**config.mk**
```make
export PLATFORM = sky130hd
export DESIGN_NAME = pb_number_entry
export DESIGN_NICKNAME = d
export VERILOG_FILES = /design/src/rtl/pb_number_entry.sv
export SDC_FILE = /design/constraint.sdc
export NUM_CORES = 1
export LEC_CHECK = 0
export CAP_MARGIN = 20
export CORE_MARGIN = 2
export CORE_UTILIZATION = 45
export DETAILED_ROUTE_END_ITERATION = 7
export SLEW_MARGIN = 20
export SYNTH_ARGS = -nofsm -noshare
export SYNTH_HDL_FRONTEND = slang
export SYNTH_SLANG_ARGS = --single-unit
```
**constraint.sdc**
```tcl
create_clock -name CLK -period 2.8 [get_ports CLK]
set_input_delay 0.84 -clock CLK [delete_from_list [all_inputs] [get_ports CLK]]
set_output_delay 0.84 -clock CLK [all_outputs]
set_load 0.02 [all_outputs]
```
**src/rtl/pb_number_entry.sv**
```systemverilog
// Push-button hex number editor: debounced buttons edit digits under a
// blinking cursor and commit the value with a one-cycle strobe.
module pb_number_entry #(
   parameter int NUM_DIGITS      = 6,
   parameter int DEBOUNCE_CYCLES = 500000,
   parameter int BLINK_CYCLES    = 12500000,
   localparam int CURW = (NUM_DIGITS > 1) ? $clog2(NUM_DIGITS) : 1,
   localparam int NW   = 4 * NUM_DIGITS
) (
   input  logic            CLK,
   input  logic            RST,
   input  logic [3:0]      PB,
   output logic [NW-1:0]   number,
   output logic [CURW-1:0] cursor,
   output logic [NUM_DIGITS-1:0] en_mask,
   output logic [NW-1:0]   committed,
   output logic            commit_pulse
);

   localparam int DW = $clog2(DEBOUNCE_CYCLES);
   localparam int BW = (BLINK_CYCLES > 1) ? $clog2(BLINK_CYCLES) : 1;
   localparam logic [DW-1:0]   DB_MAX  = DW'(DEBOUNCE_CYCLES - 1);
   localparam logic [BW-1:0]   BL_MAX  = BW'(BLINK_CYCLES - 1);
   localparam logic [CURW-1:0] CUR_MAX = CURW'(NUM_DIGITS - 1);

   logic [3:0]      db_q, db_d;
   logic [DW-1:0]   cnt_q [4];
   logic [DW-1:0]   cnt_d [4];
   logic [3:0]      press;
   logic [NW-1:0]   number_q, number_d;
   logic [NW-1:0]   committed_q, committed_d;
   logic            pulse_q, pulse_d;
   logic [CURW-1:0] cursor_q, cursor_d;
   logic [BW-1:0]   bl_q, bl_d;
   logic            phase_q, phase_d;
   logic [NUM_DIGITS-1:0] mask_q, mask_d;

   always_comb begin
      db_d        = db_q;
      number_d    = number_q;
      committed_d = committed_q;
      cursor_d    = cursor_q;
      bl_d        = bl_q;
      phase_d     = phase_q;
      mask_d      = '1;
      for (int k = 0; k < 4; k++) begin
         cnt_d[k] = '0;
         if (PB[k] != db_q[k]) begin
            if (cnt_q[k] == DB_MAX) begin
               db_d[k] = PB[k];
            end else begin
               cnt_d[k] = cnt_q[k] + DW'(1);
            end
         end
      end
      // A press is the debounced level falling 1->0 on this edge
      press = db_q & ~db_d;

      for (int d = 0; d < NUM_DIGITS; d++) begin
         if (cursor_q == CURW'(d)) begin
            if (press[0] && !press[1]) begin
               number_d[4*d +: 4] = number_q[4*d +: 4] + 4'd1;
            end else if (press[1] && !press[0]) begin
               number_d[4*d +: 4] = number_q[4*d +: 4] - 4'd1;
            end
         end
      end

      if (press[2]) begin
         cursor_d = (cursor_q == CUR_MAX) ? '0 : cursor_q + CURW'(1);
         bl_d     = '0;
         phase_d  = 1'b1;
      end else if (bl_q == BL_MAX) begin
         bl_d    = '0;
         phase_d = ~phase_q;
      end else begin
         bl_d = bl_q + BW'(1);
      end

      for (int d = 0; d < NUM_DIGITS; d++) begin
         mask_d[d] = phase_d || (cursor_d != CURW'(d));
      end

      pulse_d = press[3];
      if (press[3]) begin
         committed_d = number_d;
      end
   end

   always_ff @(posedge CLK) begin
      if (RST) begin
         db_q        <= '1;
         cnt_q       <= '{default: '0};
         number_q    <= '0;
         committed_q <= '0;
         pulse_q     <= 1'b0;
         cursor_q    <= '0;
         bl_q        <= '0;
         phase_q     <= 1'b1;
         mask_q      <= '1;
      end else begin
         db_q        <= db_d;
         cnt_q       <= cnt_d;
         number_q    <= number_d;
         committed_q <= committed_d;
         pulse_q     <= pulse_d;
         cursor_q    <= cursor_d;
         bl_q        <= bl_d;
         phase_q     <= phase_d;
         mask_q      <= mask_d;
      end
   end

   assign number       = number_q;
   assign cursor       = cursor_q;
   assign en_mask      = mask_q;
   assign committed    = committed_q;
   assign commit_pulse = pulse_q;

endmodule

```
==> results.txt, run 1 <==
The run finished with clean final reports. The first detailed-routing pass ran for 5 iterations. The number of placed instances, taps included, is 1125. The worst pin sits at a relative slew slack of 47.59%.

Global routing finished with a remaining overflow of 0. Final setup violation count: 0. The run gives 0 as the remaining antenna violation count after routing.

For the insertion delay of the later-clocked pin in the worst-skew pair, the log shows 0.42 ns. For this run, the number of standard cells in the final layout without fillers is 1157. Max-cap violations in this run came to 0. Static timing analysis puts the maximum clock frequency at 0.3951 GHz. The worst setup path is of the reg2out kind. The number of standard-cell rows in the floorplan is 46.

The starting utilization of the core area came out at 46.37%. In this run the clock root is driven by a clkbuf_16. The run gives 0 as the buffer count from post-CTS setup fixing. The routing usage on met2 was 33.28%; the fraction of layout instances using a drive strength above 1 was 7.226%. The net count reported at finish was 952; the sequential area share after synthesis was 43.98%.

Summing all non-filler instances in the final layout gives an area of 9021 um^2. After detailed routing, the total wire length is 16840 um. In this run the worst path has a maximum fanout of 11. The cell depth of the worst min-delay path was 1; the worst path required time was 1.96 ns. The die width came out at 132.4 um.

In this run the cell area of the synthesized design comes to 7420 um^2. The worst-path cell with the longest stage delay is clkdlybuf4s50_1. The DRC violation count after routing is 0, and the count of buffers inserted at the top-level ports is 63. TritonCTS created 17 clock buffers.

The post-detailed-route via-to-cell ratio is 5.360. The clock tree skew after final layout was 0.007805 ns; the internal reg-to-reg setup slack was 0.30 ns. After layout, the design draws a total of 4815 uW. The clock-pin slew on the worst setup and hold paths was 0.06 ns; the antenna diode instance count was 0.

Summing all placed instances gives a cell area of 8416 um^2. In this run, synthesis inferred 0 flip-flops with an integrated enable. The tools report the startpoint of the worst hold path as cnt_q[57]. Entering global routing, the biggest net connects 27 pins. After floorplanning, the core was sized to cover 16000 um^2.

The run gives 0 as the initial antenna violation count. For this run, the share of the core covered by cells in the final layout is 56.38%. The first global-routing pass estimated 28640 um of wire. Dividing total power by cell area gives a power density of 533.7 nW/um^2.

For the final worst setup slack, the log shows 0.2687 ns. Yosys mapped the design onto 58 distinct sky130hd cell types. For the number of hold violations in the final report, the log shows 0. The tools report the reg-to-reg startpoint as cnt_q[57]. The signal on the critical path passes through clkdlybuf4s50_1.

In this run, the number of DRC markers left after iteration 0 of detailed routing was 340. Number of cells traversed by the worst register-to-register path: 8. The die covers 17530 um^2. The final critical path time including I/O delays and setup was 2.531 ns; the share of the clock period used by the worst path after layout was 90.40%.

During synthesis, Yosys emitted a total of 0 warnings. The cell depth of the worst setup path is 1, and the number of H-tree levels is 4. The static leakage was 0.003094 uW; the global routing usage on met3 was 4.114%. Compared with the post-synthesis result, the final layout area differs by 21.59%. The tree built by TritonCTS fans out to 163 sinks.

The flip-flop and latch count after synthesis was 163; the share of flip-flops with an asynchronous set or reset was 0%. For the max-slew violation count, the log shows 0. For the pin with the worst max-slew slack, the measured transition is 0.7845 ns. For this design the top-level I/O count stands at 64.

In the layout the commonest cells are dfxtp_1 (163), nor2_1 (138), clkdlybuf4s50_1 (62). The worst flop-to-flop path endpoint is committed[3]. Placed wire-length estimate: 12080 um. The worst setup path is captured at an output port. The total global-route track usage was 19.92%.

The via count is 6202, and the placer's final routability congestion estimate is 0.8126. Post-CTS repair changed the size of 0 cells. The worst slack at placement was -0.1425 ns. Setup repair after global routing left no endpoint under its margin.

The path with the worst hold slack has its endpoint at cnt_q[57]. The worst setup path is launched from a flop. The post-detailed-route wirelength per cell was 14.56 um. Averaged over all synthesized cells, the footprint is 8.719 um^2. The worst-case IR drop observed on VDD is 0.4773 mV. No sink is reached through more buffers than the 2 on the longest clock path. On the worst path, the slowest cell contributes a delay of 0.69 ns.

The path category of the worst min-delay check was reg2reg. When the netlist entered floorplanning its net count stood at 875. The run gives 5951 as the number of global-route vias before repair.

TritonCTS built the clock tree. Leaving out fill and tap cells, the most frequent cell in the layout is dfxtp_1. In this run the most used layer during global routing was met2.

The most used flip-flop cell after synthesis is dfxtp_1. Counting every instance in the synthesized netlist gives 851. The data arrival time at the worst-slack endpoint is 1.69 ns, and the sum of buffers and inverters on the critical path is 1. Number of buffers added to fix hold violations after cts: 0. Grouping stages by cell kind, the critical path spends the most delay in buffers and inverters.

The tools report the met1 track demand over resource in global routing as 25.92%. The die height is 132.4 um.
-- registers in the layout, summed over array words and instances, names as in the netlist --
| signal | count |
|---|---|
| bl_q | 24 |
| cnt_q | 76 |
| commit_pulse | 1 |
| committed | 24 |
| cursor | 3 |
| db_q | 4 |
| en_mask | 6 |
| number | 24 |
| phase_q | 1 |
-- cell type report --
cell class,count,area (um^2)
fillers,1451,6979
multi-input cells,630,3923
flip-flops and latches,163,3263
repair buffers,89,858.3
clock buffers,24,481.7
well taps,216,270.3
clock inverters,8,123.9
inverters,27,101.3
-- worst max-delay path by stage --
stage | start | to | slack, ns
CTS | cursor[0] | cursor[0] | 0.25
global route | cnt_q[69] | committed[3] | 0.06
detailed placement | PB[0] | committed[3] | -0.14
global placement | PB[1] | committed[22] | -0.07
finish | cursor[0] | cursor[0] | 0.27
floorplan | PB[1] | committed[22] | 0.48
-- through the flow --
step / hold WS (ns) / setup TNS (ns)
after CTS: 0.4532 / 0
after floorplan: 0.4176 / 0
final: 0.4526 / 0
after global routing: 0.4757 / 0
after global placement: 0.4342 / -0.6467
after detailed placement: 0.4446 / -1.379
-- Yosys cell counts (2+ instances only) --
master | instances | area [um^2]
a21oi_1 | 29 | 145.1
and4_1 | 7 | 61.31
o21ai_0 | 20 | 100.1
or4_1 | 4 | 30.03
buf_1 | 2 | 7.510
ha_1 | 18 | 225.2
buf_2 | 11 | 55.05
nand3b_1 | 7 | 52.55
nand4b_1 | 2 | 17.52
xnor2_1 | 38 | 332.8
a21boi_0 | 4 | 30.03
nand2b_1 | 6 | 37.54
a311oi_1 | 18 | 157.7
nand3_1 | 38 | 190.2
a211oi_1 | 2 | 15.01
o31ai_1 | 5 | 37.54
inv_1 | 27 | 101.4
nand4_1 | 26 | 162.7
clkbuf_1 | 16 | 60.06
and4b_1 | 3 | 30.03
nor2_1 | 138 | 518.0
a211o_1 | 5 | 43.79
or3b_2 | 3 | 26.28
xor2_1 | 52 | 455.4
nor2b_1 | 5 | 31.28
or3_1 | 29 | 181.4
nor4bb_1 | 3 | 30.03
o311ai_0 | 4 | 35.03
nor3b_1 | 2 | 15.01
nor4b_1 | 4 | 35.03
or3b_1 | 7 | 61.31
nor4_1 | 9 | 56.30
nor3_1 | 30 | 150.1
dfxtp_1 | 163 | 3263
and2_1 | 5 | 31.28
o21bai_1 | 10 | 75.07
and3_1 | 22 | 137.6
nand2_1 | 57 | 214.0
-- report_power, final --
| group | internal [uW] | leakage (uW) | switching [uW] |
|---|---|---|---|
| Clock | 1480 | 0.000291 | 927 |
| Combinational | 24.6 | 0.00149 | 50.2 |
| Sequential | 2330 | 0.00131 | 8.64 |
-- layer usage --
layer  share of wire (%)  wire, um
met4                 1.3       219
met1                  48      8078
met5                   0         0
met3                 3.6       599
met2                  47      7946
-- logic make-up after synthesis --
kind of cell / after synthesis / synth area share [%]
simple gates: 418 / 29.60
flops: 163 / 43.98
compound gates: 103 / 9.359
xor+xnor: 90 / 10.62
buf+inv: 58 / 3.272
fa+ha+maj: 18 / 3.035
mux: 1 / 0.1349
(Power assumes the default switching activity.)
==> run 2: changes to the inputs <==
--- a/config.mk
+++ b/config.mk
@@ -9,6 +9,7 @@
 export CORE_MARGIN = 2
 export CORE_UTILIZATION = 45
 export DETAILED_ROUTE_END_ITERATION = 7
+export GPL_ROUTABILITY_DRIVEN = 1
 export SLEW_MARGIN = 20
 export SYNTH_ARGS = -nofsm -noshare
 export SYNTH_HDL_FRONTEND = slang
==> results of run 2 <==
Final layout, timing and power as in run 1 (identical DEF).
